File: src/rtl/rv32i_types.sv
`default_nettype none
// ============================================================================
// Package     : rv32i_types
// Description : Shared RV32I front-end types: PC word, opcode enumeration,
//               register-field bundle, fetch FSM state encoding and a PC
//               word-alignment helper.
// Revision    : 1.0 - initial release
// ============================================================================
package rv32i_types;

    typedef logic [31:0] rv32i_pc_word;

    typedef enum logic [6:0] {
        OP_LOAD   = 7'b0000011,
        OP_IMM    = 7'b0010011,
        OP_AUIPC  = 7'b0010111,
        OP_STORE  = 7'b0100011,
        OP_REG    = 7'b0110011,
        OP_LUI    = 7'b0110111,
        OP_BRANCH = 7'b1100011,
        OP_JALR   = 7'b1100111,
        OP_JAL    = 7'b1101111,
        OP_SYSTEM = 7'b1110011
    } rv32i_opcode;

    // Field order gives the {rs1, rs2, rd} packing used on the IF/ID boundary.
    typedef struct packed {
        logic [4:0] rs1;
        logic [4:0] rs2;
        logic [4:0] rd;
    } rv32i_reg_word;

    typedef enum logic [1:0] {
        FETCH = 2'd0,
        WAIT  = 2'd1,
        HOLD  = 2'd2
    } fetch_state_t;

    // Instructions are word aligned; low address bits are discarded.
    function automatic rv32i_pc_word align_word(input rv32i_pc_word addr);
        return {addr[31:2], 2'b00};
    endfunction

endpackage : rv32i_types
`default_nettype wire

File: src/rtl/instr_predecode.sv
`default_nettype none
// ============================================================================
// Module      : instr_predecode
// Description : Purely combinational slicing of a 32-bit RV32I instruction
//               word into opcode, funct3, funct7 and register fields.
// Ports       : i_instr   - instruction word
//               o_opcode  - instr[6:0]
//               o_funct3  - instr[14:12]
//               o_funct7  - instr[31:25]
//               o_regs    - {rs1=instr[19:15], rs2=instr[24:20], rd=instr[11:7]}
// Revision    : 1.0 - initial release
// ============================================================================
module instr_predecode
    import rv32i_types::*;
(
    input  logic [31:0]   i_instr,
    output rv32i_opcode   o_opcode,
    output logic [2:0]    o_funct3,
    output logic [6:0]    o_funct7,
    output rv32i_reg_word o_regs
);

    // The cast passes through encodings outside the enum (e.g. all-zero
    // when the buffer is empty); consumers treat those as illegal/invalid.
    assign o_opcode    = rv32i_opcode'(i_instr[6:0]);
    assign o_funct3    = i_instr[14:12];
    assign o_funct7    = i_instr[31:25];
    assign o_regs.rs1  = i_instr[19:15];
    assign o_regs.rs2  = i_instr[24:20];
    assign o_regs.rd   = i_instr[11:7];

endmodule : instr_predecode
`default_nettype wire

File: src/rtl/fetch_stage.sv
`default_nettype none
// ============================================================================
// Module      : fetch_stage
// Description : Instruction-fetch stage. Owns the PC, keeps at most one
//               instruction-memory request outstanding, buffers the returned
//               word and presents its pre-decoded fields to reg_if_id.
//               Handles downstream stall and control-flow redirect, squashing
//               any fetch that is in flight when a redirect arrives.
// Ports       : clk, rst (async, active-low)
//               imem_req/imem_addr/imem_ready      - request channel
//               imem_resp/imem_rdata               - response channel
//               stall, redirect, redirect_pc       - control from later stages
//               valid_if, load_if_id, pc_if,
//               opcode_if, funct3_if, funct7_if,
//               regs_if                            - IF/ID interface
// Revision    : 1.0 - initial release
// ============================================================================
module fetch_stage
    import rv32i_types::*;
#(
    parameter rv32i_pc_word RESET_PC = 32'h4000_0060,
    parameter rv32i_pc_word PC_INC   = 32'd4
) (
    input  logic          clk,
    input  logic          rst,
    output logic          imem_req,
    output rv32i_pc_word  imem_addr,
    input  logic          imem_ready,
    input  logic          imem_resp,
    input  logic [31:0]   imem_rdata,
    input  logic          stall,
    input  logic          redirect,
    input  rv32i_pc_word  redirect_pc,
    output logic          valid_if,
    output logic          load_if_id,
    output rv32i_pc_word  pc_if,
    output rv32i_opcode   opcode_if,
    output logic [2:0]    funct3_if,
    output logic [6:0]    funct7_if,
    output rv32i_reg_word regs_if
);

    fetch_state_t r_state;
    rv32i_pc_word r_pc;
    logic         r_squash;
    logic [31:0]  r_buf_instr;
    rv32i_pc_word r_buf_pc;

    fetch_state_t w_state_nxt;
    rv32i_pc_word w_pc_nxt;
    logic         w_squash_nxt;
    logic [31:0]  w_buf_instr_nxt;
    rv32i_pc_word w_buf_pc_nxt;

    logic         w_imem_req;
    logic         w_valid;
    logic         w_load;
    rv32i_pc_word w_redirect_target;
    logic [31:0]  w_instr_view;

    assign w_redirect_target = align_word(redirect_pc);

    // ------------------------------------------------------------------------
    // State register
    // ------------------------------------------------------------------------
    always_ff @(posedge clk or negedge rst) begin
        if (!rst) begin
            r_state     <= FETCH;
            r_pc        <= RESET_PC;
            r_squash    <= 1'b0;
            r_buf_instr <= '0;
            r_buf_pc    <= '0;
        end else begin
            r_state     <= w_state_nxt;
            r_pc        <= w_pc_nxt;
            r_squash    <= w_squash_nxt;
            r_buf_instr <= w_buf_instr_nxt;
            r_buf_pc    <= w_buf_pc_nxt;
        end
    end

    // ------------------------------------------------------------------------
    // Next-state and output logic
    // ------------------------------------------------------------------------
    always_comb begin
        w_state_nxt     = r_state;
        w_pc_nxt        = r_pc;
        w_squash_nxt    = r_squash;
        w_buf_instr_nxt = r_buf_instr;
        w_buf_pc_nxt    = r_buf_pc;
        w_imem_req      = 1'b0;
        w_valid         = 1'b0;
        w_load          = 1'b0;

        case (r_state)
            FETCH: begin
                w_imem_req = 1'b1;
                if (imem_ready) begin
                    w_state_nxt = WAIT;
                    // The accepted request targets the old PC, so its
                    // response must be thrown away.
                    if (redirect) begin
                        w_squash_nxt = 1'b1;
                        w_pc_nxt     = w_redirect_target;
                    end
                end else if (redirect) begin
                    // Nothing accepted yet: just retarget the pending request.
                    w_pc_nxt = w_redirect_target;
                end
            end

            WAIT: begin
                if (redirect) begin
                    w_pc_nxt     = w_redirect_target;
                    w_squash_nxt = 1'b1;
                end
                if (imem_resp) begin
                    if (r_squash || redirect) begin
                        // Overrides the squash set above when both coincide:
                        // the stale response is consumed this very cycle.
                        w_squash_nxt = 1'b0;
                        w_state_nxt  = FETCH;
                    end else begin
                        w_buf_instr_nxt = imem_rdata;
                        w_buf_pc_nxt    = r_pc;
                        w_state_nxt     = HOLD;
                    end
                end
            end

            HOLD: begin
                w_valid = 1'b1;
                w_load  = ~stall & ~redirect;
                if (redirect) begin
                    w_buf_instr_nxt = '0;
                    w_buf_pc_nxt    = '0;
                    w_pc_nxt        = w_redirect_target;
                    w_state_nxt     = FETCH;
                end else if (!stall) begin
                    w_pc_nxt    = r_pc + PC_INC;
                    w_state_nxt = FETCH;
                end
            end

            default: begin
                w_state_nxt = FETCH;
            end
        endcase
    end

    // Request outputs are forced low while reset is held, even though the
    // state register already sits in FETCH.
    assign imem_req   = w_imem_req & rst;
    assign imem_addr  = rst ? r_pc : '0;

    assign valid_if   = w_valid;
    assign load_if_id = w_load;
    assign pc_if      = w_valid ? r_buf_pc : '0;

    // Decoded fields read as zero whenever no instruction is buffered.
    assign w_instr_view = w_valid ? r_buf_instr : '0;

    instr_predecode u_predecode (
        .i_instr  (w_instr_view),
        .o_opcode (opcode_if),
        .o_funct3 (funct3_if),
        .o_funct7 (funct7_if),
        .o_regs   (regs_if)
    );

endmodule : fetch_stage
`default_nettype wire

File: config.mk
export PLATFORM = sky130hd
export DESIGN_NAME = fetch_stage
export DESIGN_NICKNAME = d
export VERILOG_FILES = /design/src/rtl/rv32i_types.sv /design/src/rtl/instr_predecode.sv /design/src/rtl/fetch_stage.sv
export SDC_FILE = /design/constraint.sdc
export NUM_CORES = 1
export LEC_CHECK = 0
export CAP_MARGIN = 0
export CORE_MARGIN = 4
export CORE_UTILIZATION = 42
export CTS_CLUSTER_DIAMETER = 100
export DETAILED_ROUTE_END_ITERATION = 12
export GPL_ROUTABILITY_DRIVEN = 0
export PLACE_DENSITY = 0.82
export SETUP_SLACK_MARGIN = 0.1
export SLEW_MARGIN = 25
export SYNTH_ARGS = -nofsm -noshare
export SYNTH_HDL_FRONTEND = slang
export SYNTH_HIERARCHICAL = 1
export SYNTH_SLANG_ARGS = --single-unit
File: constraint.sdc
create_clock -name clk -period 1.71 [get_ports clk]
set_input_delay 0.171 -clock clk [delete_from_list [all_inputs] [get_ports clk]]
set_output_delay 0.171 -clock clk [all_outputs]
set_load 0.05 [all_outputs]
==> results.ini, run 1 <==
[drt]
drc_errors=0
ant_nets=0
drt_pre_antenna_iters=6
via_per_inst=6.47
finalWirelength_mm=27.7
routedWlPerCell_um=29.1
vias=6167
drt_iter0_drc=755

[clock_tree]
cts_tree=built
numCtsBuffers=9
clock_sinks=95
insertion_delay_ns=0.36
clk_pin_slew_ns=0.08
clock_path_buffers=2
cts-root-buf=clkbuf_16
h-tree-depth=3

[sta]
slew_viol_final=0
hold_viol_final=0
setup_slack_ns=-0.323
finalSetupViolCount=155
tns_ns=-26.09
fin_skew_ns=0.0130
min_period_ns=2.03
post-route-period-util_pct=119
max_freq_mhz=492
relSlewSlack_pct=59.9
hold-worst-slack_ns=0.165
rsz0062_at_grt=true
tightest_slew_ns=0.600

[synth]
synth-main-ff-cell=dfrtp_1
ys_ff_latch=95
post_synth_num_cell_types=64
synth_edf_count=0
synthTopCellsByArea=dfrtp_1 (44%), and2_1 (11%), a22o_1 (10%)
synth_warnings=6
synth_top_area_share_pct=43.9
synth-seq-area-share_pct=45.4
ys_async_sr_fraction_pct=100
synth_top_area_cell=dfrtp_1
syn_avg_cell_area_um2=9.66
synth_area_um2=5250
postSynthCellCount=543

[placement]
dp.cells=864
place_area_um2=8260
port_buffers=162
hpwlAfterDp_mm=12.1

[worst_setup_path]
crit_fanout=6
cp-startpoint=r_pc[24]
r2r_slack_ns=-0.32
r2r_end=r_pc[28]
endpoint=r_pc[28]
cp_data_required_time_ns=1.94
crit_type=flop to flop
reg2regPathDepth=5
reg2reg_from=r_pc[24]
worst_setup_path_end_kind=flop
crit_arrival_ns=2.26
cp-start-kind=flop

[layout]
final_util_pct=86.3
fin_area_um2=10500
final_cell_mix=buf_12 (114), dfrtp_1 (92), and2_4 (66), clkdlybuf4s50_1 (66), buf_4 (65)
syn2layout_area_growth_pct=99.2
n_antenna_cell=0
final_cells=953
drive_gt1_share_pct=54.1
layout_commonest_cell=buf_12
fillers=503
nNetsFinal=851

[global_route]
antenna_found_initial=0
overflow=0
grtUsageTotal_pct=29.0
grt_pass1_vias=5733
grt_pass1_wl_mm=32.8
grt_max_degree=39

[status]
violations=setup timing
status=finished, violations left

[pwr]
leakage_uw=0.00458
powerDensity_nw_per_um2=1040
vdd_ir_drop_max_uv=592

[job]
maxCapViolCount=0

[hold_path]
hp-class=input pin to async pin

[floorplan]
initial_core_util_pct=43.3
rows=40
dieArea_um2=14300
die_y_um=120
fp.dieW_um=120
coreArea_um2=12100
io_pins=169

## worst min-delay path by stage
stage / end / depth (start not counted)
3_5_place_dp: r_buf_pc[19] / 1
5_1_grt: r_buf_instr[9] / 3
2_1_floorplan: r_buf_instr[0] / 0
3_3_place_gp: r_pc[16] / 1
4_1_cts: r_pc[3] / 3
6_report: r_buf_instr[9] / 3
## Yosys cell counts, types with 3 or more instances
master,number
and2_1,94
dfrtp_1,92
a22o_1,61
buf_4,38
clkbuf_1,31
nand2_1,30
nor2_1,30
a21oi_1,27
nand3_1,20
o21ai_0,16
nor3_1,8
and3_1,7
buf_2,7
o22ai_1,6
a2bb2oi_1,4
and3_2,4
a211oi_1,3
a31oi_1,3
dfstp_2,3
nor4_1,3
o311ai_0,3
## registers in the layout (all words and copies together), names as in the netlist
| signal | count |
|---|---|
| r_pc | 30 |
| r_buf_instr | 32 |
| r_squash | 1 |
| r_buf_pc | 30 |
| r_state | 2 |
## cells by family after synthesis
family | after synthesis | synth area share [%]
AOI/OAI and AO/OA | 144 | 20.4
adders and majority gates | 1 | 0.238
buffers and inverters | 82 | 9.28
DFF | 95 | 45.4
muxes | 3 | 0.596
other | 1 | 0.0715
and+or+nand+nor | 217 | 24.0
## where the power goes
group | internal [µW] | total, µW | switching [µW]
registers | 3130 | 3920 | 790
clock network | 1070 | 2020 | 949
logic | 2470 | 4890 | 2420
## cell type report
| cell class | instances | area (µm²) | area share, % |
|---|---|---|---|
| repair buffers | 302 | 4380 | 41.9 |
| multi-input cells | 370 | 3190 | 30.6 |
| flip-flops and latches | 95 | 2380 | 22.8 |
| clock buffers | 13 | 260 | 2.49 |
| well taps | 168 | 210 | 2.01 |
| clock inverters | 3 | 17.5 | 0.168 |
| inverters | 2 | 7.51 | 0.0718 |
## layer usage
layer | up-vias | share of wire (%) | global-route usage (%)
met1 | 2997 | 35 | 36.1
met2 | 599 | 46 | 49.6
li1 | 2382 | - | -
met4 | 0 | 7.5 | 12.2
met5 | - | 0 | 0
met3 | 189 | 11 | 5.37
## per-stage QoR
step	total power [µW]	setup slack, ns
after CTS	9650	-0.123
after detailed placement	7270	-0.277
final	10800	-0.323
after global routing	11100	-0.355
after global placement	7110	-0.216
after floorplan	5580	-0.119
## critical path, stage by stage (launching register included)
cell and delay [ns]:
dfrtp_1 0.52, nand3_1 0.31, nor2_2 0.37, nand3_4 0.16, o311ai_2 0.44, nand3_2 0.11
## what timing repair did
| item | 4_1_cts | 5_1_grt |
|---|---|---|
| gates resized for setup | 142 | 124 |
| hold buffers | 4 | 0 |
| endpoints found under the setup margin | 89 | 191 |
| endpoints found under the hold margin | 30 | 0 |
| pin swaps | 35 | 64 |
| gates cloned | 9 | 17 |
| setup buffers | 23 | 21 |
Power figures use the tool's default switching activity.
==> run 2, diff against run 1 <==
--- a/config.mk
+++ b/config.mk
@@ -12,6 +12,7 @@
 export DETAILED_ROUTE_END_ITERATION = 12
 export GPL_ROUTABILITY_DRIVEN = 0
 export PLACE_DENSITY = 0.82
+export RECOVER_POWER = 50
 export SETUP_SLACK_MARGIN = 0.1
 export SLEW_MARGIN = 25
 export SYNTH_ARGS = -nofsm -noshare
==> run 2 against run 1 <==
  * The run still ends with setup timing left
  * Via count about the same
  * Clock skew hardly changed
  * Final cell count unchanged
  * Setup slack hardly changed
  * Clock power is essentially flat
  * Utilization fell by 0.37 points
  * Clock-buffer cell count unchanged
  * Maximum frequency is essentially flat
  * Die area unchanged
  * Largest cell class unchanged
==> results.ini, run 2 (synthesis gave the netlist of run 1 again) <==
[layout]
n_antenna_cell=0  ; unchanged
fin_area_um2=10400  ; -0.43%
syn2layout_area_growth_pct=98.4
drive_gt1_share_pct=53.2  ; -0.89 points
largestRegisters=r_buf_instr: 32 flops, r_buf_pc: 30 flops, r_pc: 30 flops
largest_reg_flops=32  ; unchanged
final_cell_mix=buf_12 (113), dfrtp_1 (92), and2_4 (66), clkdlybuf4s50_1 (66), a22o_1 (61)
layout_commonest_cell=buf_12
top_register=r_buf_instr
nNetsFinal=851  ; unchanged

[floorplan]
io_pins=169  ; unchanged
coreArea_um2=12100  ; unchanged
initial_core_util_pct=43.3  ; unchanged
rows=40  ; unchanged
fp.dieW_um=120  ; unchanged
dieArea_um2=14300  ; unchanged
die_y_um=120  ; unchanged

[global_route]
grt_pass1_wl_mm=32.8  ; unchanged
grt_max_degree=39  ; unchanged
overflow=0  ; unchanged
grtUsageTotal_pct=29.0  ; unchanged
grt_pass1_vias=5733  ; unchanged
antenna_found_initial=0  ; unchanged

[sta]
post-route-period-util_pct=119  ; about the same
relSlewSlack_pct=48.5  ; -11 points
hold_viol_final=0  ; unchanged
fin_skew_ns=0.0131  ; +0.0000853 ns
max_freq_mhz=492  ; about the same
tns_ns=-27.88  ; -1.79 ns
tightest_slew_ns=0.772  ; +0.172 ns
hold-worst-slack_ns=0.330  ; +0.165 ns
slew_viol_final=0  ; unchanged
rsz0062_at_grt=true
min_period_ns=2.03  ; +0.000469 ns
finalSetupViolCount=164  ; +5.8%
setup_slack_ns=-0.323  ; -0.000469 ns

[worst_setup_path]
max_stage_delay_ns=0.52  ; about the same
cp-start-kind=flop
worst_setup_path_end_kind=flop
crit_fanout=6  ; unchanged
crit_arrival_ns=2.26  ; about the same
worst_path_max_delay_cell=dfrtp_1
worstPathCellList=nand3_1, nor2_2, nand3_4, o311ai_2, nand3_2
crit_type=flop to flop
cp_data_required_time_ns=1.94  ; about the same

[clock_tree]
h-tree-depth=3  ; unchanged
numCtsBuffers=9  ; unchanged
clock_sinks=95  ; unchanged
insertion_delay_ns=0.36  ; about the same
cts_tree=built
clk_pin_slew_ns=0.08  ; about the same
clock_path_buffers=2  ; unchanged
cts-root-buf=clkbuf_16

[placement]
place_area_um2=8260  ; unchanged
hpwlAfterDp_mm=12.1  ; unchanged
port_buffers=162  ; unchanged
pre_cts_ws_ns=-0.277  ; unchanged

[status]
violations=setup timing
status=finished, violations left

[drt]
drc_errors=0  ; unchanged
drt_pre_antenna_iters=5  ; -1
routedWlPerCell_um=28.9  ; -0.54%
via_per_inst=6.47  ; about the same
vias=6163  ; -0.065%
ant_nets=0  ; unchanged
finalWirelength_mm=27.6  ; -0.54%
drt_iter0_drc=704  ; -6.8%

[hold_path]
hp-class=input pin to async pin

[pwr]
leakage_uw=0.00454  ; -0.88%
powerDensity_nw_per_um2=1040  ; +0.29%
vdd_ir_drop_max_uv=599  ; +1.2%

[job]
maxCapViolCount=0  ; unchanged

[run 2: changes by cell type in the layout (fill, tap and decap cells not counted)]
cell and change:
clkbuf_1 +7, buf_4 -5, buf_12 -1, buf_2 -1, buf_6 -1, clkbuf_2 +1, clkdlybuf4s25_1 +1, dlymetal6s4s_1 -1
[run 2: report_power, final]
part	internal [µW]	switching, µW	leakage [µW]
registers	3120	783	0.00117
clock network	1070	952	0.000136
logic	2460	2420	0.00323
[run 2: timing repair]
item | CTS | global route
resized for setup | 142 | 124
hold buffers | 4 | 0
endpoints found under the hold margin | 30 | 0
pin swaps | 35 | 64
gates cloned | 9 | 17
endpoints found under the setup margin | 89 | 191
setup buffers | 23 | 21
[run 2: critical path, delay by kind of cell, from the launching register on]
family / cells / cell delay [ns]
simple gates: 4 / 0.95
compound gates: 1 / 0.44
flops: 1 / 0.52
[run 2: final cells by class]
| type | instances | area, µm² |
|---|---|---|
| clock buffer | 13 | 260 |
| clock inverter | 3 | 17.5 |
| fill | 511 | 1710 |
| inverter | 2 | 7.51 |
| multi-input combinational | 370 | 3190 |
| sequential | 95 | 2380 |
| tap | 168 | 210 |
| timing repair buffer | 302 | 4340 |
[run 2: final timing paths]
path                                 from              to  slack (ns)  cells past startpoint
max                              r_pc[24]        r_pc[28]       -0.32                      5
min                                   rst  r_buf_instr[9]        0.33                      3
max reg2reg                      r_pc[24]        r_pc[28]       -0.32                      5
min reg2reg                r_buf_instr[2]  r_buf_instr[2]        0.51                      1
max in group asynchronous             rst    r_buf_pc[25]        0.04                      4
min in group clk            imem_rdata[3]  r_buf_instr[3]        0.44                      2
[run 2: metal layers]
| metal | global-route usage, % | wire length, µm | vias up |
|---|---|---|---|
| met5 | 0 | 0 | - |
| met4 | 12.2 | 2000 | 0 |
| met3 | 5.37 | 2940 | 174 |
| met2 | 49.6 | 12900 | 597 |
| met1 | 36.1 | 9740 | 3013 |
| li1 | - | - | 2379 |
[run 2: stage by stage]
stage	power (µW)	cells	utilization, %
floorplan	5580	546	-
global placement	7110	864	68.2
detailed placement	7270	864	68.2
CTS	9650	916	77.7
global route	11100	953	85.9
finish	10800	953	85.9
==> RTL change: new RTL, settings of run 1 <==
The 3 states of `fetch_state_t` get a one-hot encoding in 3 bits.
--- a/src/rtl/rv32i_types.sv
+++ b/src/rtl/rv32i_types.sv
@@ -30,10 +30,10 @@
         logic [4:0] rd;
     } rv32i_reg_word;
 
-    typedef enum logic [1:0] {
-        FETCH = 2'd0,
-        WAIT  = 2'd1,
-        HOLD  = 2'd2
+    typedef enum logic [2:0] {
+        FETCH = 3'b001,
+        WAIT  = 3'b010,
+        HOLD  = 3'b100
     } fetch_state_t;
 
     // Instructions are word aligned; low address bits are discarded.
Check against the original RTL: same outputs for any inputs over 4 cycles, from zero or initial values and one cycle with rst low; so few cycles prove little.
==> RTL change against run 1 <==
The run still ends with setup timing left. Setup slack worse by 0.086 ns. Cell area down 0.37%. Synthesized area up 2.8%. Sequential power up 3%. Total power up 21%. Non-clock buffer count up 16. Clock skew down 0.0045 ns. Global-route usage up 3.6 points. Sequential cell count up 2. Routed wire length up 2.0%. Combinational power up 43%. Sequential share of layout area up 0.58 points.
==> RTL change: results (changes against run 1) <==
| Metric | Value |
|---|---|
| M1 WL | `9.58 mm (-1.6%)` |
| Inverters, non-clock | `5 (+3)` |
| Clock skew | `0.00854 ns (-0.00450 ns)` |
| Setup WS post-layout | `-0.409 ns (-0.0863 ns)` |
| Placed Area | `0.00863 mm² (+4.6%)` |
| # nets final | `877 (+3.1%)` |
| Top flop regs | `r_buf_instr (32), r_buf_pc (31), r_pc (30)` |
| Seq. cell area | `0.00243 mm² (+2.2%)` |
| Combinational Power Share | `53.2% (+8.0 points)` |
| Final setup vio count | `161 (+3.9%)` |
| Clock Power Share | `16.2% (-2.4 points)` |
| Vias in the first global route | `6,227 (+8.6%)` |
| Share of the yosys chip area belonging to registers | `45.1% (-0.27 points)` |
| Worst VDD drop | `0.747 mV (+26%)` |
| Synth top area cells | `dfrtp_1, and2_1, a22o_1` |
| Layout non-clock buf frac | `42.9% (+0.96 points)` |
| Gates resized, CTS repair | `131 (-7.7%)` |
| CP max stage cell | `dfstp_2` |
| Clock buffer count | `10 (-3)` |
| Crit-path max FO | `8 (+2)` |
| Layout cells sized above 1 | `47.7% (-6.4 points)` |
| Synth Area in Adders | `0.232% (-0.0064 points)` |
| WP data arrival | `2.35 ns (+0.09 ns)` |
| Worst Max-Slew Pin Slew | `0.810 ns (+0.210 ns)` |
| Commonest cells post-synth | `and2_1, dfrtp_1, a22o_1` |
| Failing checks | `setup timing` |
| Grt met2 use | `54.7% (+5.1 points)` |
| M1 GR Usage | `38.3% (+2.2 points)` |
| Outcome | `finished, violations left` |
| Fill count | `549 (+9.1%)` |
| 1st-iter DRT viols | `1,124 (+49%)` |
RTL change: cell types whose count changed after synthesis, moves of 5 or more:
cell / run 1 / this run
a311oi_1: 1 / 6
buf_2: 7 / 12
nor2_1: 30 / 19
and4_1: 1 / 6
nand2_1: 30 / 23
mux2i_1: 2 / 8
a21oi_1: 27 / 32
RTL change: through the flow:
step                      setup WS [ns]  hold slack, ns  instances
after floorplan                  -0.179          -0.125        560
after global placement           -0.269          0.0766        901
after detailed placement         -0.279          0.0799        901
after CTS                        -0.244          0.0167        965
after global routing             -0.453          0.0560        983
final                            -0.409          0.0503        983
RTL change: worst min path at each step:
stage | cells after the start | start | slack [ns] | endpoint
2_1_floorplan | 0 | rst | -0.12 | r_buf_instr[0]
3_3_place_gp | 1 | rst | 0.08 | r_buf_instr[24]
3_5_place_dp | 1 | rst | 0.08 | r_buf_instr[22]
4_1_cts | 3 | rst | 0.02 | r_pc[14]
5_1_grt | 3 | rst | 0.06 | r_pc[27]
6_report | 3 | rst | 0.05 | r_pc[22]
